**src/rtl/mem_wb_pipe.sv**
```systemverilog
// MEM->WB writeback register: LANES lanes move as one bundle; lane writes to address 0 are squashed on capture.
// Latency 1 cycle; valid/ready backpressure; depth 1 by default, depth 2 with the skid entry under MEM_WB_SKID_EN.
module mem_wb_pipe #(
    parameter int DATA_W = 64,
    parameter int ADDR_W = 5,
    parameter int LANES  = 1
) (
    input  logic                      clk,
    input  logic                      rst_n,
    input  logic                      flush,
    input  logic                      in_valid,
    output logic                      in_ready,
    input  logic [LANES*DATA_W-1:0]   result_i,
    input  logic [LANES*ADDR_W-1:0]   reg_write_addr_i,
    input  logic [LANES-1:0]          reg_write_enable_i,
    output logic                      out_valid,
    input  logic                      out_ready,
    output logic [LANES*DATA_W-1:0]   result_o,
    output logic [LANES*ADDR_W-1:0]   reg_write_addr_o,
    output logic [LANES-1:0]          reg_write_enable_o,
    output logic [1:0]                occupancy
);

    localparam int RW = LANES * DATA_W;
    localparam int AW = LANES * ADDR_W;

    logic           main_vld;
    logic [RW-1:0]  main_res;
    logic [AW-1:0]  main_addr;
    logic [LANES-1:0] main_we;
    logic [LANES-1:0] cap_we;
    logic           in_xfer;
    logic           main_free;

    // x0 writes are architecturally discarded, so drop the enable before it is stored
    always_comb begin
        cap_we = '0;
        for (int k = 0; k < LANES; k++) begin
            cap_we[k] = reg_write_enable_i[k] && (reg_write_addr_i[k*ADDR_W +: ADDR_W] != '0);
        end
    end

    assign in_xfer   = in_valid && in_ready;
    assign main_free = !main_vld || out_ready;

`ifdef MEM_WB_SKID_EN
    logic           skid_vld;
    logic [RW-1:0]  skid_res;
    logic [AW-1:0]  skid_addr;
    logic [LANES-1:0] skid_we;
    logic           rdy_q;

    always_ff @(posedge clk or negedge rst_n) begin
        if (!rst_n) begin
            main_vld  <= 1'b0;
            main_res  <= '0;
            main_addr <= '0;
            main_we   <= '0;
            skid_vld  <= 1'b0;
            skid_res  <= '0;
            skid_addr <= '0;
            skid_we   <= '0;
            rdy_q     <= 1'b1;
        end else if (flush) begin
            main_vld <= 1'b0;
            skid_vld <= 1'b0;
            rdy_q    <= 1'b1;
        end else if (main_free) begin
            // skid entry is older than anything arriving now, so it is promoted first
            if (skid_vld) begin
                main_res  <= skid_res;
                main_addr <= skid_addr;
                main_we   <= skid_we;
            end else if (in_xfer) begin
                main_res  <= result_i;
                main_addr <= reg_write_addr_i;
                main_we   <= cap_we;
            end
            main_vld <= skid_vld || in_xfer;
            if (skid_vld && in_xfer) begin
                skid_res  <= result_i;
                skid_addr <= reg_write_addr_i;
                skid_we   <= cap_we;
            end
            skid_vld <= skid_vld && in_xfer;
            rdy_q    <= !(skid_vld && in_xfer);
        end else if (in_xfer) begin
            skid_res  <= result_i;
            skid_addr <= reg_write_addr_i;
            skid_we   <= cap_we;
            skid_vld  <= 1'b1;
            rdy_q     <= 1'b0;
        end
    end

    assign in_ready  = rst_n && rdy_q;
    assign occupancy = {1'b0, main_vld} + {1'b0, skid_vld};
`else
    always_ff @(posedge clk or negedge rst_n) begin
        if (!rst_n) begin
            main_vld  <= 1'b0;
            main_res  <= '0;
            main_addr <= '0;
            main_we   <= '0;
        end else if (flush) begin
            main_vld <= 1'b0;
        end else if (main_free) begin
            // data registers only move on a real capture so idle outputs keep the last bundle
            if (in_xfer) begin
                main_res  <= result_i;
                main_addr <= reg_write_addr_i;
                main_we   <= cap_we;
            end
            main_vld <= in_xfer;
        end
    end

    assign in_ready  = rst_n && main_free;
    assign occupancy = {1'b0, main_vld};
`endif

    assign out_valid          = main_vld;
    assign result_o           = main_res;
    assign reg_write_addr_o   = main_addr;
    assign reg_write_enable_o = main_vld ? main_we : '0;

endmodule

```
**config.mk**
```make
export PLATFORM = sky130hd
export DESIGN_NAME = mem_wb_pipe
export DESIGN_NICKNAME = d
export VERILOG_FILES = /design/src/rtl/mem_wb_pipe.sv
export SDC_FILE = /design/constraint.sdc
export NUM_CORES = 1
export LEC_CHECK = 0
export ABC_AREA = 0
export CAP_MARGIN = 25
export CORE_AREA = 4 4 65 126
export CTS_CLUSTER_SIZE = 40
export DETAILED_ROUTE_END_ITERATION = 6
export DIE_AREA = 0 0 69 130
export MAX_ROUTING_LAYER = met4
export PLACE_DENSITY = 0.87
export SLEW_MARGIN = 25
export SYNTH_ARGS = -nofsm -noshare
export SYNTH_HDL_FRONTEND = slang
export SYNTH_SLANG_ARGS = --single-unit
```
**constraint.sdc**
```tcl
create_clock -name clk -period 1.8 [get_ports clk]
set_input_delay 0.27 -clock clk [delete_from_list [all_inputs] [get_ports clk]]
set_output_delay 0.27 -clock clk [all_outputs]
set_load 0.005 [all_outputs]
```
# Word-level counts from Yosys, hierarchy flattened
# Cells that the tools add are included.
# word_totals
word_cells,16
ff_bits,71
inputBits,75
# classes
n_mux,3
n_reduce_logical,8
bitwise_logic,1
# op_table
op,count
nonzero test 5 bit,1
logical AND 1 bit,3
2-to-1 mux 1 bit,3
AND reduction 3 bit,1
nonzero test 2 bit,1
logical NOT 1 bit,1
logical OR 1 bit,1
inverter 1 bit,1

# Depth between registers and ports, before layout
# Gate-level depths: netlist of the first run.
# depth
word_depth,6
depth_mapped,4
ltp_nobuf,3

# Worst setup path before layout of the first run
# Ideal clock, no wire load.
# synth_path
kind,reg2reg
from,reg main_vld (netlist: out_valid)
to,reg main_res[42] (netlist: result_o[42])
arrival_ns,1.402
synth_period_minus_slack_ns,1.527
stages_incl_launch_ff,5
required_time_ns,1.675
slack_ns,0.273
path_cell_list,dfrtp_1 -> nor2b_4 -> nor3_4 -> buf_6 -> mux2_2
# synth_between
elab_chain_len,5
# synth_rtl
item,line_no,source
start: declaration,27,logic main_vld;
start signal: assignment,114,main_vld <= in_xfer;
logical NOT 1 bit *,44,assign main_free = !main_vld || out_ready;
logical OR 1 bit *,44,
logical AND 1 bit,118,assign in_ready = rst_n && main_free;
logical AND 1 bit,43,assign in_xfer = in_valid && in_ready;
AND reduction 3 bit (no line) *,-,
end signal: assignment,110,main_res <= result_i;
end: declaration,28,logic [RW-1:0] main_res;
# Every way passes the cells marked *; elsewhere a longest branch is shown, timed or not.
# A chain may end at the register's enable or synchronous reset.

# Worst setup path after layout of the first run
# layout_path
from,reg main_vld (netlist: out_valid)
to,out reg_write_enable_o
# layout_between
elab_chain_len,1
# layout_rtl
item,line_no,source
2-to-1 mux 1 bit,125,assign reg_write_enable_o = main_vld ? main_we : '0;
end: declaration,20,"output logic [LANES-1:0] reg_write_enable_o,"
# No other way between the ends.

==> results of run 1 <==
[layout make-up]
type	instances	area share, %
Sequential cell	71	38.83
Clock buffer	14	5.551
Multi-Input combinational cell	80	18.76
Tap cell	92	2.516
Clock inverter	1	0.1094
Timing Repair Buffer	153	34.15
Inverter	1	0.08203
[cells by family after synthesis]
family          count (synthesis)  synth area share [%]
mux                            70                 28.80
compound gates                  2                0.3659
buf+inv                        10                 3.571
simple gates                    7                 2.106
flops                          71                 65.02
other cells                     1                0.1372
[critical path, stage by stage (launching register included)]
cell and delay, ns:
dfrtp_1 0.38, and2_1 0.13, clkdlybuf4s50_1 0.50
[cells in the mapped netlist]
library cell  count
a21oi_1           1
and2_1            1
buf_4             2
buf_6             7
conb_1            1
dfrtp_1          71
inv_1             1
mux2_1            5
mux2_2           64
mux2i_1           1
nand2_1           1
nor2_1            1
nor2b_1           1
nor2b_4           1
nor3_4            1
o21ai_0           1
or4_1             1
[per-stage QoR]
stage	worst slack [ns]	cell area (um^2)
finish	0.2010	4576
global route	0.1166	4576
CTS	0.1752	4576
detailed placement	-0.05677	4318
global placement	-0.03113	4318
floorplan	0.2732	2733
[power groups by stage]
| stage | Sequential (mW) | Clock (mW) | Combinational (mW) |
|---|---|---|---|
| detailed placement | 2.12 | 0 | 1.31 |
| global placement | 2.09 | 0 | 1.28 |
| global route | 2.13 | 1.68 | 1.37 |
| CTS | 2.09 | 1.61 | 1.32 |
| floorplan | 2.13 | 0 | 0.334 |
| finish | 2.08 | 1.55 | 1.29 |
[sequential cells by signal, summed over array words and instances, names as in the netlist]
signal / flops
result_o: 64
reg_write_addr_o: 5
main_we: 1
out_valid: 1
[what timing repair did]
action,CTS,global route
setup buffers,0,0
resized for setup,1,0
setup endpoints to repair,1,0
[layer usage]
layer / track usage, % / vias to the layer above
li1: - / 869
met2: 32.38 / 83
met4: 10.24 / 0
met1: 14.67 / 952
met5: - / -
met3: 4.163 / 14
[path summary, 6_finish.rpt]
path,startpoint,to,slack [ns],cells past startpoint
max reg2reg,out_valid,result_o[25],0.26,5
max,out_valid,reg_write_enable_o,0.20,2
min in group clk,rst_n,out_valid,0.23,3
min,rst_n,result_o[31],0.18,2
min reg2reg,result_o[56],result_o[56],0.48,1
max in group asynchronous,rst_n,out_valid,1.00,2
==> results.yml, run 1 <==
setup_path:
  end_kind: "primary output"
  timing.critical_path.from_type: "flop"
  cp.arrival_ns: 1.33
  path_class: "reg2out"
  required_ns: 1.53
  cp_max_fo: 4
final_layout:
  drive_above_1_share_pct: 26.25
  fin_nets: 391
  antenna_cells: 0
  fill_cells: 564
  final_core_util_pct: 62.96
  area_growth_syn_to_layout_pct: 67.45
  regArea_um2: 1777
  layout_commonest_cell: "clkdlybuf4s50_1"
  multi_input_area_um2: 858.3
  final_cell_mix: "clkdlybuf4s50_1 (145), dfrtp_1 (71), mux2_2 (64)"
  instances_no_fill: 412
power:
  irDropWorstVdd_mv: 0.6311
  power_frac_seq_pct: 42.4
  swShare_pct: 22.61
  total_power_mw: 4.922
  combPwrFrac_pct: 26.2
  pwr-share-clk_pct: 31.5
  p_switching_mw: 1.113
  power.leakage_nw: 1.877
  power_density_nw_per_um2: 1076
  p_int_mw: 3.810
global_route:
  grt_pass1_wl_um: 11070
  grt_start_max_net_pins: 72
  antenna_found_initial: 0
  grt_pass1_vias: 2159
  grt_overflow: 0
  track_usage_pct: 17.02
floorplan:
  fp.dieW_um: 69
  die_y_um: 130
  initial_core_util_pct: 37.60
  ios: 149
  core_region_area_um2: 7267
  rows: 44
  die_area_um2: 8970
run_status:
  status: "complete, no violations"
placement:
  place_inst: 397
  place_congestion: 0.7174
  dp_hpwl_um: 5586
  port_buffers: 147
logic_synthesis:
  syn_avg_cell_area_um2: 16.97
  yosys.area.top_type_share_pct: 65.02
  synthesis.nets: 236
  synth_area_um2: 2733
  synthCells: 161
  synth_cell_types: 17
  synthTopCellsByArea: "dfrtp_1 (65%), mux2_2 (26%), buf_6 (2.9%)"
  synth-seq-area-share_pct: 65.02
  yosys_warnings: 0
  synth_top_cell_by_area: "dfrtp_1"
  synth_seq_cells: 71
drt:
  drcViolationCount: 0
  m1WireLength_um: 2185
  vias: 1918
  drt_wl_total_um: 7170
  wl_per_cell_um: 17.40
  drtIter0Drc: 76
  viasPerCell: 4.655
  met3_length_um: 389
  route.met2.wl_um: 4358
  antenna_left: 0
  dr.pass1.iters: 4
  routed.top_layer: "met4"
cts:
  path_clk_slew_ns: 0.05
  htree_levels: 3
  clock_latency_ns: 0.33
  cts_made_buffers: 9
  cts_tree: "yes"
  cts.root.buffer_cell: "clkbuf_16"
  clock-sinks: 71
  postCtsHoldBufs: 0
  clock_path_buffers: 2
sta:
  hold_violations: 0
  fin_crit_ns: 1.599
  finalCritPeriodShare_pct: 88.83
  fin_tns_setup_ns: 0
  whs_ns: 0.1755
  timing.fmax_mhz: 625.4
  slew_headroom_pct: 39.33
  tightest_slew_ns: 0.9100
  final-setup-viol-count: 0
  clock_skew_ns: 0.005036
  grt_setup_unrepaired: "false"
  slew_violations: 0
hold_path:
  min-delay-path-class: "in2async"
flow_run:
  maxCapViolations: 0
Power figures use the tool's default switching activity.
==> inputs of run 2 (changes only) <==
--- a/config.mk
+++ b/config.mk
@@ -5,7 +5,7 @@
 export SDC_FILE = /design/constraint.sdc
 export NUM_CORES = 1
 export LEC_CHECK = 0
-export ABC_AREA = 0
+export ABC_AREA = 1
 export CAP_MARGIN = 25
 export CORE_AREA = 4 4 65 126
 export CTS_CLUSTER_SIZE = 40
==> run 2 against run 1 <==
Net effect:
- non-clock buffer count grew 3
- maximum frequency shrank 7.8%
- sequential power shrank 3%
- clock-buffer cell count is the same
- sequential cell count is the same
- final cell count grew 36%
- cell area grew 0.27%
- via count grew 32%
- first-iteration DRC count grew 67%
- critical endpoint is now in_ready
==> results.yml, run 2 <==
final_layout:
  antenna_cells: 0
  fin_nets: 539
  final_cell_mix: "nand2_1 (209), clkdlybuf4s50_1 (146), dfrtp_1 (70)"
  fill_cells: 618
  drive_above_1_share_pct: 5.342
  instances_no_fill: 560
  largest_reg_flops: 64
  area_growth_syn_to_layout_pct: 67.06
  layout_commonest_cell: "nand2_1"
global_route:
  antenna_found_initial: 0
  grt_start_max_net_pins: 54
  grt_pass1_wl_um: 12050
  grt_overflow: 0
  track_usage_pct: 17.88
  grt_pass1_vias: 2513
cts:
  clock-sinks: 71
  cts_tree: "yes"
  clock_latency_ns: 0.32
  clock_path_buffers: 2
  path_clk_slew_ns: 0.05
  cts_made_buffers: 9
  htree_levels: 3
  cts.root.buffer_cell: "clkbuf_16"
logic_synthesis:
  synth-seq-area-share_pct: 64.69
  synth_cell_types: 13
  synth_area_um2: 2746
  yosysMostFrequentCell: "nand2_1"
  synth_seq_cells: 71
  synthTopCellsByCount: "nand2_1 (209), dfrtp_1 (71), buf_2 (12)"
  yosys.area.top_type_share_pct: 64.69
  syn_avg_cell_area_um2: 8.774
  yosys_warnings: 0
  synth_ff_type: "dfrtp_1"
  synthCells: 313
  synth_top_cell_by_area: "dfrtp_1"
  synthesis.nets: 388
  synthTopCellsByArea: "dfrtp_1 (65%), nand2_1 (29%), buf_2 (2.2%)"
  async_flop_share_pct: 100.0
  synth_edf_count: 0
floorplan:
  die_area_um2: 8970
  fp.dieW_um: 69
  rows: 44
  ios: 149
  initial_core_util_pct: 37.79
  core_region_area_um2: 7267
  die_y_um: 130
sta:
  finalCritPeriodShare_pct: 96.39
  clock_skew_ns: 0.003417
  whs_ns: 0.08095
  grt_setup_unrepaired: "false"
  timing.fmax_mhz: 576.4
  tightest_slew_ns: 0.5840
  fin_tns_setup_ns: 0
  slew_violations: 0
  hold_violations: 0
  fin_crit_ns: 1.735
  final-setup-viol-count: 0
  slew_headroom_pct: 61.07
power:
  power_frac_seq_pct: 43.3
  pwr-share-clk_pct: 32.9
  power.leakage_nw: 2.269
  p_switching_mw: 1.119
  combPwrFrac_pct: 23.7
  swShare_pct: 24.05
  power_density_nw_per_um2: 1014
  irDropWorstVdd_mv: 0.8908
  total_power_mw: 4.654
  p_int_mw: 3.534
run_status:
  status: "complete, no violations"
drt:
  drcViolationCount: 0
  antenna_left: 0
  vias: 2533
  drtIter0Drc: 127
  dr.pass1.iters: 4
  viasPerCell: 4.523
  drt_wl_total_um: 7770
  wl_per_cell_um: 13.88
hold_path:
  min-delay-path-class: "in2async"
setup_path:
  path_cells: "clkdlybuf4s50_1 > inv_1 > nand2_2 > nand2_2 > inv_1 > clkdlybuf4s50_1"
  end_kind: "primary output"
  cp_top_family: "buffers and inverters"
  timing.critical_path.from_type: "input port"
  critical_path_buf_inv_count: 4
  required_ns: 1.53
  cp_max_fo: 2
  max_stage_delay_ns: 0.50
  path_class: "in2out"
  slowest_stage: "clkdlybuf4s50_1"
  cp.arrival_ns: 1.47
placement:
  place_congestion: 0.8035
  place_inst: 543
  dp_hpwl_um: 5954
  port_buffers: 147
flow_run:
  maxCapViolations: 0
[run 2: cell count changes after synthesis, moves of 5 or more]
cell     before  now
buf_2         0   12
buf_6         7    2
inv_1         1    6
mux2_1        5    0
mux2_2       64    0
nand2_1       1  209
[run 2: stage by stage]
step / cell area, um^2 / util [%] / setup slack [ns]
floorplan: 2746 / - / 0.7038
global placement: 4310 / 59.31 / 0.05202
detailed placement: 4310 / 59.31 / 0.06021
CTS: 4581 / 63.03 / 0.01044
global route: 4588 / 63.14 / 0.0008671
finish: 4588 / 63.14 / 0.06498
[run 2: layer usage]
metal	global-route usage, %	part of all wire [%]	vias up
met5	-	0	-
met4	10.59	3.6	0
met3	4.009	4.5	19
met2	32.66	56	99
met1	16.93	36	1186
li1	-	-	1229
[run 2: worst paths after layout]
kind / cells after the start / to / slack (ns) / from
hold reg to reg: 2 / result_o[44] / 0.47 / result_o[44]
setup reg to reg: 6 / reg_write_addr_o[2] / 0.61 / out_valid
min in group clk: 2 / result_o[44] / 0.47 / result_o[44]
hold / removal: 2 / result_o[46] / 0.08 / rst_n
setup / recovery: 6 / in_ready / 0.06 / out_ready
max in group asynchronous: 3 / result_o[27] / 1.06 / rst_n
[run 2: layout make-up]
type                    count  area (um^2)  area share [%]
multi-input cells         220        849.6           18.52
clock buffers              14        254.0           5.536
repair buffers            156         1564           34.09
flip-flops and latches     71         1778           38.75
inverters                   6        22.52          0.4909
clock inverters             1        5.005          0.1091
well taps                  92        115.1           2.509
[run 2: kinds of logic after synthesis]
| family | synth area share (%) |
|---|---|
| DFF | 64.69 |
| AOI/OAI and AO/OA | 0.3645 |
| buffers and inverters | 4.373 |
| and+or+nand+nor | 30.43 |
| other | 0.1365 |
[run 2: power groups by stage]
stage,Combinational [mW],Sequential (mW),Clock [mW]
finish,1.10,2.02,1.53
floorplan,0.255,2.05,0
global route,1.20,2.04,1.66
detailed placement,1.12,2.04,0
global placement,1.09,2.02,0
CTS,1.12,2.02,1.59
[run 2: what timing repair did]
action,4_1_cts,5_1_grt
hold buffers,1,0
setup endpoints to repair,1,1
endpoints found under the hold margin,23,0
setup buffers,0,1
pin swaps,0,0
resized for setup,1,0
